[config.mk]
export PLATFORM = sky130hd
export DESIGN_NAME = bit_serializer
export DESIGN_NICKNAME = d
export VERILOG_FILES = /design/src/rtl/bit_serializer_pkg.sv /design/src/rtl/bit_serializer.sv
export SDC_FILE = /design/constraint.sdc
export NUM_CORES = 1
export LEC_CHECK = 0
export CAP_MARGIN = 40
export CORE_ASPECT_RATIO = 0.75
export CORE_MARGIN = 1
export CORE_UTILIZATION = 25
export DETAILED_ROUTE_END_ITERATION = 7
export GPL_TIMING_DRIVEN = 1
export PLACE_DENSITY = 0.53
export SYNTH_ARGS = -nofsm -noshare
export SYNTH_HDL_FRONTEND = slang
export SYNTH_SLANG_ARGS = --single-unit
[constraint.sdc]
create_clock -name clk -period 1.7 [get_ports clk]
set_input_delay 0.17 -clock clk [delete_from_list [all_inputs] [get_ports clk]]
set_output_delay 0.17 -clock clk [all_outputs]
set_load 0.02 [all_outputs]
[src/rtl/bit_serializer_pkg.sv]
// Shared types and helpers for the bit serializer.
package bit_serializer_pkg;

  typedef enum logic {SER_IDLE, SER_SHIFT} ser_state_t;

  // Bit-counter width for a given word width (clog2, never below 1).
  function automatic int unsigned ser_cnt_w(input int unsigned width);
    return (width < 2) ? 1 : $clog2(width);
  endfunction

endpackage

[src/rtl/bit_serializer.sv]
// Parallel-to-serial stage: accepts WIDTH-bit words over valid/ready and
// shifts them out one bit per clock on dout, gapless across word boundaries.
//   clk, reset            : clock, synchronous active-high reset
//   data_in / data_valid  : parallel word and its valid
//   data_ready            : word accepted on this edge when data_valid=1
//   dout / dout_valid     : serial bit and its qualifier (IDLE_BIT when idle)
//   busy                  : a word is being shifted (equals dout_valid)
module bit_serializer
  import bit_serializer_pkg::*;
#(
  parameter int unsigned WIDTH     = 8,
  parameter bit          MSB_FIRST = 1'b1,
  parameter bit          IDLE_BIT  = 1'b0
) (
  input  logic             clk,
  input  logic             reset,
  input  logic [WIDTH-1:0] data_in,
  input  logic             data_valid,
  output logic             data_ready,
  output logic             dout,
  output logic             dout_valid,
  output logic             busy
);

  localparam int unsigned          CNT_W    = ser_cnt_w(WIDTH);
  localparam logic [CNT_W-1:0]     CNT_LAST = CNT_W'(WIDTH - 1);

  ser_state_t       state_q, state_d;
  logic [WIDTH-1:0] shreg_q, shreg_d;
  logic [CNT_W-1:0] cnt_q, cnt_d;
  logic [WIDTH-1:0] shifted;
  logic             last_bit;
  logic             accept;

  always_comb begin
    if (MSB_FIRST) shifted = {shreg_q[WIDTH-2:0], 1'b0};
    else           shifted = {1'b0, shreg_q[WIDTH-1:1]};
  end

  assign last_bit   = (state_q == SER_SHIFT) && (cnt_q == CNT_LAST);
  // Ready on the last-bit cycle lets the next word follow with no bubble.
  assign data_ready = !reset && ((state_q == SER_IDLE) || last_bit);
  assign accept     = data_valid && data_ready;

  always_comb begin
    state_d = state_q;
    shreg_d = shreg_q;
    cnt_d   = cnt_q;
    if (accept) begin
      state_d = SER_SHIFT;
      shreg_d = data_in;
      cnt_d   = '0;
    end else if (state_q == SER_SHIFT) begin
      if (last_bit) begin
        state_d = SER_IDLE;
        cnt_d   = '0;
      end else begin
        shreg_d = shifted;
        cnt_d   = cnt_q + CNT_W'(1);
      end
    end
  end

  always_ff @(posedge clk) begin
    if (reset) begin
      state_q <= SER_IDLE;
      shreg_q <= '0;
      cnt_q   <= '0;
    end else begin
      state_q <= state_d;
      shreg_q <= shreg_d;
      cnt_q   <= cnt_d;
    end
  end

  // dout comes from registered state only; no path from data_in.
  assign busy       = (state_q == SER_SHIFT);
  assign dout_valid = busy;
  assign dout       = busy ? (MSB_FIRST ? shreg_q[WIDTH-1] : shreg_q[0]) : IDLE_BIT;

endmodule

==> metrics.log, run 1 <==
INFO  metric report.final.hold_viol_count = 0
INFO  metric synth_top_area_frac = 0.416
INFO  metric syn_avg_cell_area = 9.94 µm²
INFO  metric detail_route.drc_violations = 3
INFO  metric worstReg2RegStart = cnt_q[0]
INFO  metric synth.yosys.seq_area_share = 0.416
INFO  metric yosysMostFrequentCell = sky130_fd_sc_hd__nor2_1
INFO  metric dp.final_hpwl = 763 µm
INFO  metric viasPerCell = 4.54
INFO  metric clock-root-buffer = sky130_fd_sc_hd__clkbuf_4
INFO  metric violations = DRC
INFO  metric finalPower = 589 µW
INFO  metric final_layout_size_suffix_gt1_frac = 0.137
INFO  metric clk_pin_slew = 0.07 ns
INFO  metric dr.pass1.iters = 5
INFO  metric ant_nets = 0
INFO  metric final_cell_count_no_fill = a little under 100
INFO  metric fin_setup_tns = 0 ns
INFO  metric chipWidth = about 57 µm
INFO  metric critPathCaptureType = output pin
INFO  metric routabilityCongestion = 0.644
INFO  metric vdd_drop_max = 444 µV
INFO  metric routed_wl = between 1000 and 1500 µm
INFO  metric worst-path-stages = 2
INFO  metric crit_chain = and2_1 -> clkdlybuf4s50_1
INFO  metric p_leak = 0.309 nW
INFO  metric wl_per_cell = 10.7 µm
INFO  metric n_antenna_cell = 0
INFO  metric stdcell_area = 734 µm²
INFO  metric run_status = finished with violations
INFO  metric cts_buffers = 3
INFO  metric tightestPinTransition = roughly 0.27 ns
INFO  metric crit_path_top_delay_cell = sky130_fd_sc_hd__clkdlybuf4s50_1
INFO  metric register_bit_total_from_synthesis = 12
INFO  metric endpoint = dout
INFO  metric worst-endpoint-required = 1.53 ns
INFO  metric netlist_top_cells_area = sky130_fd_sc_hd__dfxtp_1 (42%), sky130_fd_sc_hd__mux2i_1 (16%), sky130_fd_sc_hd__nor2_1 (9.1%), sky130_fd_sc_hd__a211oi_1 (7.8%), sky130_fd_sc_hd__ha_1 (4.3%)
INFO  metric syn_area = 577 µm²
INFO  metric timing.max_slew.rel_slack = 0.819
INFO  metric initial_core_util = 0.277
INFO  metric floorplan.core_area = 0.00208 mm²
INFO  metric cts_sinks = 12
INFO  metric die_area = 0.00251 mm²
INFO  metric synth_edf_count = 0
INFO  metric worstRegToRegCells = 5
INFO  metric cell_variety_after_synth = 18
INFO  metric grt_overflow_total = 0
INFO  metric cts_tree = built
INFO  metric yosys_most_used_dff = sky130_fd_sc_hd__dfxtp_1
INFO  metric final.setup_skew = 0.00780 ns
INFO  metric synthTopCellsByCount = sky130_fd_sc_hd__nor2_1 (14), sky130_fd_sc_hd__dfxtp_1 (12), sky130_fd_sc_hd__mux2i_1 (9)
INFO  metric pre_cts_ws = -0.00421 ns
INFO  metric design.portCount = 15
INFO  metric async_sr_flop_fraction = 0
INFO  metric detailroute.via_count = 440
INFO  metric port-buffer-count = 14
INFO  metric grtUsageTotal = 0.0946
INFO  metric max_cap_violations = 0
INFO  metric critical_path.reg2reg.endpoint = shreg_q[2]
INFO  metric placement_rows = 14
INFO  metric setup_repair_after_global_routing_missed_its_margin = false
INFO  metric drt_first_iter_violations = 7
INFO  metric yosys_warnings = 0
INFO  metric grt_pass1_wl = ~1700 µm
INFO  metric crit_path_start_kind = flop
INFO  metric hold_path_class = flop to flop
INFO  metric post_dp_cell_area = 716 µm²
INFO  metric crit_type = flop to output pin
INFO  metric cts-htree-levels = 1
INFO  metric worst_path_dominant_cell_family = buffers and inverters
INFO  metric hold-worst-slack = ~0.5 ns
INFO  metric final.min_clock_period = ~1.6 ns
INFO  metric worstSetupStartpoint = busy
INFO  metric count_of_mapped_cells_out_of_synthesis = 58
INFO  metric grt_pass1_vias = 391
INFO  metric nets = between 80 and 90
INFO  metric grt_max_degree = 15
INFO  metric synthDominantAreaCellType = sky130_fd_sc_hd__dfxtp_1
INFO  metric total_power_density_per_cell_area = 802 mW/mm²
INFO  metric clk-insertion-delay-late = ~0.27 ns
INFO  metric cp.arrival = between 1 and 1.5 ns
INFO  metric slew_viol_final = 0
INFO  metric finalCritPeriodShare = 0.921
INFO  metric max_clock_freq = 638 MHz
INFO  metric crit_fanout = 9
INFO  metric synth_to_final_area_change = 27.3%
INFO  metric setup-violations-final = 0
INFO  metric postLayoutCoreUtil = 0.352
INFO  metric antenna_found_initial = 0
INFO  metric worst_slack = 0.134 ns
INFO  metric clock_tree.buffer_depth = 2
INFO  metric die-height = about 44 µm
INFO  metric placed_cells = 94
INFO  metric cp_slowest_stage_delay = 0.59 ns
INFO  metric synthesis.nets = 71
INFO  metric worstPathBufferInverterCount = 1
INFO  metric timing.reg2reg.setup_slack = 0.31 ns
## cell families after synthesis
| logic type | count (synthesis) | share of synthesized area |
|---|---|---|
| adder cells (fa/ha/maj) | 2 | 0.0434 |
| flip-flops | 12 | 0.416 |
| buffers and inverters | 5 | 0.0933 |
| multiplexers | 9 | 0.156 |
| AND/OR/NAND/NOR | 21 | 0.171 |
| AO/OA/AOI/OAI | 9 | 0.119 |
## flip-flops by register name, summed over array words and instances, names as in the netlist
signal   count
shreg_q      8
cnt_q        3
busy         1
## how the worst min path moves through the flow
stage	from	end	slack, ns	depth (start not counted)
floorplan	reset	shreg_q[1]	0.24	1
global placement	shreg_q[4]	shreg_q[5]	0.49	2
detailed placement	shreg_q[3]	shreg_q[4]	0.50	2
CTS	shreg_q[3]	shreg_q[4]	0.51	2
global route	shreg_q[4]	shreg_q[5]	0.53	2
finish	shreg_q[4]	shreg_q[5]	0.51	2
## report_power, final
group	switching, mW	leakage [nW]	internal (mW)	total [mW]
Clock	0.0862	0.0138	0.0819	0.168
Sequential	0.0126	0.0993	0.301	0.314
Combinational	0.0482	0.196	0.0588	0.107
Total	0.147	0.309	0.442	0.589
## area by class of cell
| cell class | instances | area, µm² |
|---|---|---|
| sequential | 12 | 241 |
| multi-input combinational | 41 | 283 |
| timing repair buffer | 17 | 158 |
| fill | 233 | 1350 |
| clock buffer | 3 | 22.5 |
| tap | 24 | 30.0 |
## tightest hold or removal path, delay by kind of cell (launching register included)
family / cells / cell delay [ns]
AOI/OAI and AO/OA: 1 / 0.05
DFF: 1 / 0.31
and+or+nand+nor: 1 / 0.10
## metal layers
| layer | track usage | up-vias | routed length (µm) |
|---|---|---|---|
| li1 | - | 237 | - |
| met1 | 0.115 | 191 | 546 |
| met2 | 0.142 | 12 | 424 |
| met3 | 0.0537 | 0 | 71 |
| met4 | 0.0293 | 0 | 0 |
| met5 | 0 | - | 0 |
## timing repair
action / CTS / global route
setup buffers: 0 / 0
gates resized for setup: 3 / 2
setup endpoints to repair: 1 / 2
hold buffers: 0 / 0
pin swaps: 0 / 0
## cells in the final DEF (no fill, tap or decap)
cell type,count
sky130_fd_sc_hd__nor2_1,14
sky130_fd_sc_hd__clkdlybuf4s50_1,13
sky130_fd_sc_hd__dfxtp_1,11
sky130_fd_sc_hd__mux2i_1,9
sky130_fd_sc_hd__a211oi_1,6
sky130_fd_sc_hd__clkbuf_4,3
sky130_fd_sc_hd__buf_4,3
sky130_fd_sc_hd__nor3b_1,2
sky130_fd_sc_hd__ha_1,2
sky130_fd_sc_hd__and2b_1,1
sky130_fd_sc_hd__and2_1,1
sky130_fd_sc_hd__a21oi_1,1
sky130_fd_sc_hd__nor3_1,1
sky130_fd_sc_hd__nand2b_2,1
sky130_fd_sc_hd__nand2_1,1
sky130_fd_sc_hd__a31oi_1,1
sky130_fd_sc_hd__a211oi_2,1
sky130_fd_sc_hd__dfxtp_2,1
sky130_fd_sc_hd__buf_2,1
(Power assumes the default switching activity.)
==> inputs of run 2 (changes only) <==
--- a/config.mk
+++ b/config.mk
@@ -9,6 +9,7 @@
 export CORE_ASPECT_RATIO = 0.75
 export CORE_MARGIN = 1
 export CORE_UTILIZATION = 25
+export CTS_BUF_LIST = sky130_fd_sc_hd__clkbuf_2 sky130_fd_sc_hd__clkbuf_4 sky130_fd_sc_hd__clkbuf_8
 export DETAILED_ROUTE_END_ITERATION = 7
 export GPL_TIMING_DRIVEN = 1
 export PLACE_DENSITY = 0.53
==> results of run 2 <==
Final layout, timing and power as in run 1 (identical DEF).
==> inputs of run 3 (changes only) <==
--- a/config.mk
+++ b/config.mk
@@ -5,11 +5,13 @@
 export SDC_FILE = /design/constraint.sdc
 export NUM_CORES = 1
 export LEC_CHECK = 0
+export ABC_CLOCK_PERIOD_IN_PS = 1700
 export CAP_MARGIN = 40
 export CORE_ASPECT_RATIO = 0.75
 export CORE_MARGIN = 1
 export CORE_UTILIZATION = 25
 export CTS_BUF_LIST = sky130_fd_sc_hd__clkbuf_2 sky130_fd_sc_hd__clkbuf_4 sky130_fd_sc_hd__clkbuf_8
+export CTS_CLUSTER_DIAMETER = 60
 export DETAILED_ROUTE_END_ITERATION = 7
 export GPL_TIMING_DRIVEN = 1
 export PLACE_DENSITY = 0.53
==> results of run 3 <==
Final layout, timing and power as in run 1 (identical DEF).
